## src/rtl/isp_stream_pkg.sv

```systemverilog
// Shared widths and defaults for the ISP pixel stream blocks.
// Also holds the word-to-pixel half selector.
package isp_stream_pkg;

   localparam int PIX_W        = 16;
   localparam int WORD_W       = 32;
   localparam int H_ACTIVE_DEF = 640;
   localparam int V_ACTIVE_DEF = 480;

   typedef logic [PIX_W-1:0]  pix_t;
   typedef logic [WORD_W-1:0] word_t;

   function automatic pix_t word_half(input word_t w, input logic hi);
      return hi ? w[WORD_W-1:PIX_W] : w[PIX_W-1:0];
   endfunction

endpackage

```

## src/rtl/word_skid_buf.sv

```systemverilog
// Two-entry word buffer between the FIFO read port and the pixel splitter.
// Push and pop may occur in the same cycle; clr empties it at once.
module word_skid_buf
   import isp_stream_pkg::*;
(
   input  logic       clk,
   input  logic       rst,
   input  logic       clr,
   input  logic       push,
   input  logic       pop,
   input  word_t      din,
   output word_t      head,
   output logic [1:0] occ
);

   word_t mem [2];
   logic  rd_ptr;
   logic  wr_ptr;

   always_ff @(posedge clk) begin
      if (rst || clr) begin
         rd_ptr <= 1'b0;
         wr_ptr <= 1'b0;
         occ    <= 2'd0;
      end else begin
         if (push)
            wr_ptr <= ~wr_ptr;
         if (pop)
            rd_ptr <= ~rd_ptr;
         unique case ({push, pop})
            2'b10:   occ <= occ + 2'd1;
            2'b01:   occ <= occ - 2'd1;
            default: occ <= occ;
         endcase
      end
   end

   always_ff @(posedge clk) begin
      if (push && !(rst || clr))
         mem[wr_ptr] <= din;
   end

   assign head = mem[rd_ptr];

endmodule

```

## src/rtl/read_fifo_unpacker.sv

```systemverilog
// Pops 32-bit words from the read FIFO and streams RGB565 pixels with x/y flags.
// Define HALF_SWAP_EN to emit [31:16] before [15:0] within each word.
module read_fifo_unpacker
   import isp_stream_pkg::*;
#(
   parameter int H_ACTIVE = H_ACTIVE_DEF,
   parameter int V_ACTIVE = V_ACTIVE_DEF,
   parameter int XW       = 11,
   parameter int YW       = 10
) (
   input  logic              clk,
   input  logic              rst,
   input  logic [WORD_W-1:0] fifo_do,
   input  logic              fifo_empty,
   output logic              fifo_re,
   input  logic              frame_restart,
   output logic [PIX_W-1:0]  pix_data,
   output logic              pix_valid,
   input  logic              pix_ready,
   output logic              pix_sof,
   output logic              pix_eol,
   output logic              pix_eof,
   output logic              underrun
);

   logic          inflight;
   logic          half;
   logic [XW-1:0] x;
   logic [YW-1:0] y;
   word_t         head;
   logic [1:0]    occ;
   logic          xfer;
   logic          push;
   logic          pop;
   logic          sel_hi;
   logic          x_last;
   logic          y_last;

   assign pix_valid = (occ != 2'd0);

   // Reads in flight count against the two slots so a word never lands on a full buffer.
   assign fifo_re = !rst && !fifo_empty && !frame_restart
                 && (({1'b0, occ} + {2'b00, inflight}) < 3'd2);

   assign xfer = pix_valid && pix_ready && !frame_restart;
   assign push = inflight && !frame_restart;
   assign pop  = xfer && half;

`ifdef HALF_SWAP_EN
   assign sel_hi = !half;
`else
   assign sel_hi = half;
`endif

   assign x_last = (x == XW'(H_ACTIVE - 1));
   assign y_last = (y == YW'(V_ACTIVE - 1));

   assign pix_data = pix_valid ? word_half(head, sel_hi) : '0;
   assign pix_sof  = pix_valid && (x == '0) && (y == '0);
   assign pix_eol  = pix_valid && x_last;
   assign pix_eof  = pix_eol && y_last;
   assign underrun = pix_ready && !pix_valid && !frame_restart
                  && ((x != '0) || (y != '0));

   always_ff @(posedge clk) begin
      if (rst || frame_restart) begin
         inflight <= 1'b0;
         half     <= 1'b0;
         x        <= '0;
         y        <= '0;
      end else begin
         inflight <= fifo_re;
         if (xfer) begin
            half <= ~half;
            if (x_last) begin
               x <= '0;
               y <= y_last ? '0 : y + YW'(1);
            end else begin
               x <= x + XW'(1);
            end
         end
      end
   end

   word_skid_buf u_buf (
      .clk  (clk),
      .rst  (rst),
      .clr  (frame_restart),
      .push (push),
      .pop  (pop),
      .din  (fifo_do),
      .head (head),
      .occ  (occ)
   );

endmodule

```

## config.mk

```make
export PLATFORM = sky130hd
export DESIGN_NAME = read_fifo_unpacker
export DESIGN_NICKNAME = d
export VERILOG_FILES = /design/src/rtl/isp_stream_pkg.sv /design/src/rtl/word_skid_buf.sv /design/src/rtl/read_fifo_unpacker.sv
export SDC_FILE = /design/constraint.sdc
export NUM_CORES = 1
export LEC_CHECK = 0
export BUFFER_PORTS_ARGS = -buffer_cell sky130_fd_sc_hd__buf_4
export CAP_MARGIN = 0
export CORE_ASPECT_RATIO = 0.5
export CORE_UTILIZATION = 30
export DETAILED_ROUTE_END_ITERATION = 7
export GPL_TIMING_DRIVEN = 0
export SETUP_SLACK_MARGIN = 0.05
export SLEW_MARGIN = 10
export SYNTH_ARGS = -nofsm -noshare
export SYNTH_HDL_FRONTEND = slang
export SYNTH_SLANG_ARGS = --single-unit
```

## constraint.sdc

```tcl
create_clock -name clk -period 4 [get_ports clk]
set_input_delay 0.8 -clock clk [delete_from_list [all_inputs] [get_ports clk]]
set_output_delay 0.8 -clock clk [all_outputs]
set_load 0.005 [all_outputs]
```

Word level (Yosys, flattened, before mapping)
Memories as Yosys holds them, arrays and structs flattened. A register that Yosys moved wholly into a read port is not among the register bits.
Cells that the tools add are included.
{"block": "word_totals", "reg_bits": 27, "mem_bits_rw": 64, "mem_count": 1, "wordCells": 59}
{"block": "classes", "reduce_logical": 29, "n_eq_ne": 4, "bitwise": 3, "addsub": 5, "n_lt_le_gt_ge": 1, "n_mux": 9}
{"name": "u_buf.mem", "depth": 2, "width": 32, "rd": 1, "rd_ports_with_merged_regs": 1, "write_ports": 1, "line": "word_skid_buf.sv:16", "text": "word_t mem [2];"}
{"operator": "$mux 16", "n": 2}
{"operator": "$logic_and 1x1->1", "n": 15}
{"operator": "$add 11x1->11 const B", "n": 1}
{"operator": "$eq 11x10->1 const B", "n": 1}
{"operator": "$logic_not 11->1", "n": 1}
{"operator": "$mux 11", "n": 1}
{"operator": "$reduce_bool 11->1", "n": 1}
{"operator": "$add 10x1->10 const B", "n": 1}
{"operator": "$eq 10x9->1 const B", "n": 1}
{"operator": "$logic_not 10->1", "n": 1}
{"operator": "$mux 10", "n": 1}
{"operator": "$reduce_bool 10->1", "n": 1}
{"operator": "$logic_not 1->1", "n": 5}
{"operator": "$mux 1", "n": 4}
{"operator": "$pmux 2 s2", "n": 1}
{"operator": "$reduce_bool 2->1", "n": 2}
{"operator": "$add 2x1->3", "n": 1}
{"operator": "$lt 3x2->1 const B", "n": 1}
{"operator": "$not 1->1", "n": 3}
{"operator": "$add 2x1->2 const B", "n": 1}
{"operator": "$eq 2x1->1 const B", "n": 1}
{"operator": "$eq 2x2->1 const B", "n": 1}
{"operator": "$logic_or 1x1->1", "n": 2}
{"operator": "$reduce_and 2->1", "n": 1}
{"operator": "$sub 2x1->2 const B", "n": 1}

Logic depth before layout (Yosys ltp)
{"block": "logic_depth", "word_depth": 6, "depth_mapped": 7, "mapped_depth_nobuf": 7}

Modules after synthesis
A second synthesis with hierarchy kept.
{"block": "hier_totals", "hier_cells": 325, "area_unflattened_um2": 4080.2}
{"module": "word_skid_buf", "cells_each": 121, "n_inst": 1, "area_each_um2": 2516.2, "seq_area_each_um2": 2021.9}
{"module": "read_fifo_unpacker", "cells_each": 204, "n_inst": 1, "area_each_um2": 1564.0, "seq_area_each_um2": 460.4}

Least setup slack after synthesis
OpenSTA, ideal clock, no wires.
{"block": "synth_timing", "path_type": "input -> register", "startpoint": "input port frame_restart", "endpoint": "memory u_buf.mem[0][0] in the netlist's numbering (enable)", "slack_ns": 0.384, "setup_time_ns": 0.461, "t_required_ns": 3.539, "cell_stages": 2, "arrival_ns": 3.155, "path_cell_list": "nand2b_1 -> nor3_1"}
{"block": "synth_via", "elab_chain_cells": 5, "word_cells_on_any_way": 7}
{"element": "start, declared", "line": "read_fifo_unpacker.sv:16", "text": "input logic frame_restart,"}
{"element": "$logic_not 1->1 or $logic_or 1x1->1 (tied branches)", "line": "read_fifo_unpacker.sv:46, word_skid_buf.sv:39"}
{"element": "$logic_and 1x1->1 or $logic_not 1->1 (tied branches)", "line": "read_fifo_unpacker.sv:46, word_skid_buf.sv:39"}
{"element": "$logic_and 1x1->1 *", "line": "word_skid_buf.sv:39", "text": "if (push && !(rst || clr))"}
{"element": "$mux 1 *", "line": "word_skid_buf.sv:39"}
{"element": "$mux 1 (implied by the code) *", "line": "word_skid_buf.sv:40", "text": "mem[wr_ptr] <= din;"}
{"element": "end, declared", "line": "word_skid_buf.sv:16"}
Mark *: on every way between the ends. The rest lies on a longest branch, timed or not.

==> out/qor.log <==
qor: power.fin_total_pwr 1.92 mW
qor: finish.finalInstanceArea 4790 sq um
qor: synthesis.synth-warning-count 0
qor: detailed_routing.drcViolationCount 0
qor: timing.whs 0.520 ns
qor: global_routing.number_of_global_route_vias_before_repair 2452
qor: detailed_routing.firstDrtPassIters 4
qor: critical_path.worst-path-max-fanout 10
qor: synthesis.synthesis.instances 274
qor: finish.antenna_cells 0
qor: finish.flow.area_growth_from_synthesis 25.3%
qor: global_routing.global_route.usage.total 0.121
qor: critical_path.crit_required 3.20 ns
qor: finish.fill_cells 1145
qor: clock_tree.cts-buffers-inserted 9
qor: placement.numPortBuffers 58
qor: power.power_density 400 nW/um^2
qor: placement.post_dp_cell_area 4500 sq um
qor: placement.detailedPlacementHpwl 5070 um
qor: global_routing.first_pass_grt_wire_length 12100 um
qor: floorplanning.die_width 162 um
qor: worst_hold_path.holdCritStartpoint y[1]$_SDFFE_PP0P_
qor: power.cellLeakagePower 1.65 nW
qor: power.vdd_ir_drop_max 0.172 mV
qor: critical_path.cp.arrival 2.36 ns
qor: global_routing.maximum_number_of_pins_on_one_net_before_global_route_repair 33
qor: floorplanning.initial_cell_density_of_the_core 0.316
qor: synthesis.syn_area_per_cell 14.0 sq um
qor: floorplanning.chipHeight 81.9 um
qor: clock_tree.cts_tree yes
qor: outcome.outcome completed
qor: detailed_routing.drt-initial-drc-count 129
qor: synthesis.synth_nets 316
qor: detailed_routing.routed-via-count 2395
qor: timing.slew_headroom 0.347
qor: timing.clock_skew 0.00473 ns
qor: global_routing.grt_overflow 0
qor: timing.max_clock_freq 0.316 GHz
qor: clock_tree.post_cts_resized 0
qor: floorplanning.boundaryPins 59
qor: critical_path.worst_r2r_startpoint x[7]$_SDFFE_PP0P_
qor: clock_tree.cts_hold_buffers 0
qor: critical_path.worstSetupEndpointType output port
qor: timing.final_period_minus_worst_setup_slack 3.16 ns
qor: clock_tree.cts_setup_buffers 0
qor: clock_tree.ctsHtreeMaxLevel 3
qor: clock_tree.worst_setup_hold_path_clk_slew 0.06 ns
qor: timing.final_report_max_slew_violation_count 0
qor: job.max_cap_viol_count 0
qor: finish.fin_nets 388
qor: clock_tree.root_buffer sky130_fd_sc_hd__clkbuf_16
qor: synthesis.netlist_area 3830 sq um
qor: global_routing.number_of_antenna_violations_at_the_first_check_in_global_routing 0
qor: timing.final_hold_viol_count 0
qor: clock_tree.max-clock-path-buffers 2
qor: placement.place_congestion 0.808
qor: synthesis.sequential_area_share_after_synthesis 0.649
qor: finish.drive_gt1_frac 0.280
qor: clock_tree.clock-sinks 92
qor: timing.setup_viol 0
qor: critical_path.setup.worst_path.start_class flop
qor: detailed_routing.via_per_inst 4.65
qor: synthesis.yosysUniqueCellTypes 35
qor: detailed_routing.avgRoutedWirePerCell 14.1 um
qor: critical_path.worstSetupPathType flop to output port
qor: critical_path.rr_worst_depth 5
qor: floorplanning.floorplan.core_area 12100 sq um
qor: worst_hold_path.min-delay-path-class flop to flop
qor: timing.max_slew.worst_pin.slew 0.971 ns
qor: timing.period_share 0.791
qor: timing.rsz0062_at_grt no
qor: detailed_routing.route.final.wire_length 7280 um
qor: floorplanning.fp.dieArea 13200 sq um
qor: detailed_routing.antenna_left 0
qor: synthesis.synth-seq-cells 92
qor: worst_hold_path.worst_hold_path.num_cells 2
qor: floorplanning.site_row_count 28
qor: clock_tree.clock_latency 0.34 ns
cells by family (layout without fill, tap and decap cells):
group                      after synthesis  in the layout  synth area share
buffers and inverters                   13             89            0.0131
xor gates and xnor gates                17             17            0.0389
muxes                                   16             16            0.0942
adders and majority gates                5              5            0.0164
AOI/OAI and AO/OA                       20             20            0.0301
DFF                                     92             92             0.649
and+or+nand+nor                        111            111             0.159
state kept, by name, summed over array words and instances, names as in the netlist, named ones only:
name and cells:
u_buf.rd_ptr 1, half 1, u_buf.wr_ptr 1, u_buf.mem 64, inflight 1, y 10, x 11, u_buf.occ 2
cell type report:
class / instances / area (sq um) / area share
Tap cell: 165 / 206 / 0.0431
Clock buffer: 10 / 229 / 0.0478
Clock inverter: 5 / 61.3 / 0.0128
Multi-Input combinational cell: 169 / 1300 / 0.271
Sequential cell: 92 / 2480 / 0.518
Timing Repair Buffer: 61 / 465 / 0.0971
Buffer: 8 / 31.3 / 0.00652
Inverter: 5 / 18.8 / 0.00391
critical path, cell delays in order (launching register included):
cell	delay (ns)
sky130_fd_sc_hd__dfxtp_1	0.31
sky130_fd_sc_hd__clkbuf_1	0.41
sky130_fd_sc_hd__buf_2	0.45
sky130_fd_sc_hd__mux4_2	0.56
sky130_fd_sc_hd__and2_1	0.17
sky130_fd_sc_hd__buf_4	0.13
cell usage after synthesis, drive strengths merged:
cell	instances	area share
o31ai	2	0.0039
nand4bb	1	0.0029
nor2b	2	0.0033
nand2	11	0.013
or2	1	0.0016
nand3	12	0.016
and3	6	0.0098
inv	5	0.0049
or3	4	0.0078
mux4	16	0.094
and4	1	0.0023
o211ai	1	0.0020
xnor2	10	0.023
and2	17	0.028
edfxtp	64	0.50
nor2	32	0.031
xor2	7	0.016
nand2b	3	0.0049
clkbuf	6	0.0059
nor4	3	0.0088
buf	2	0.0023
dfxtp	28	0.15
nand4	7	0.011
nor3	7	0.0092
or4b	1	0.0026
a2111oi	2	0.0046
a21oi	7	0.0092
or4	2	0.0039
o21ai	8	0.010
nand4b	1	0.0023
ha	5	0.016
metrics by stage:
stage | util | TNS (ns) | instances | worst slack, ns
2_1_floorplan | - | 0 | 274 | 0.384
3_3_place_gp | 0.369 | -42.76 | 497 | -1.34
3_5_place_dp | 0.372 | 0 | 500 | 1.08
4_1_cts | 0.396 | 0 | 515 | 0.725
5_1_grt | 0.396 | 0 | 515 | 0.642
6_report | 0.396 | 0 | 515 | 0.835
per-layer routing:
metal | GRT usage | up-vias | routed length (um)
met3 | 0.0389 | 5 | 277
met5 | 0 | - | 0
li1 | - | 1170 | -
met4 | 0.0387 | 0 | 64
met1 | 0.145 | 1183 | 3420
met2 | 0.210 | 37 | 3520
worst paths after layout:
kind,slack (ns),to
worst max-delay path,0.84,pix_data[14]
worst min-delay path,0.52,y[1]$_SDFFE_PP0P_
worst max register to register,1.75,y[7]$_SDFFE_PP0P_
worst min register to register,0.52,y[1]$_SDFFE_PP0P_
cells in the final DEF (no fill, tap or decap), drive strengths merged, types with 6 or more instances in the layout:
| master | instances |
|---|---|
| edfxtp | 64 |
| buf | 63 |
| nor2 | 32 |
| dfxtp | 28 |
| and2 | 17 |
| mux4 | 16 |
| clkbuf | 16 |
| nand3 | 12 |
| nand2 | 11 |
| xnor2 | 10 |
| o21ai | 8 |
| nand4 | 7 |
| a21oi | 7 |
| xor2 | 7 |
| nor3 | 7 |
| inv | 7 |
| and3 | 6 |
power breakdown:
part	switching [mW]	internal (mW)	total, mW
sequential	0.00178	1.02	1.02
combinational	0.0257	0.0320	0.0577
clock	0.353	0.485	0.838
total	0.380	1.54	1.92
Note: power is estimated with default switching activity, not from simulation.
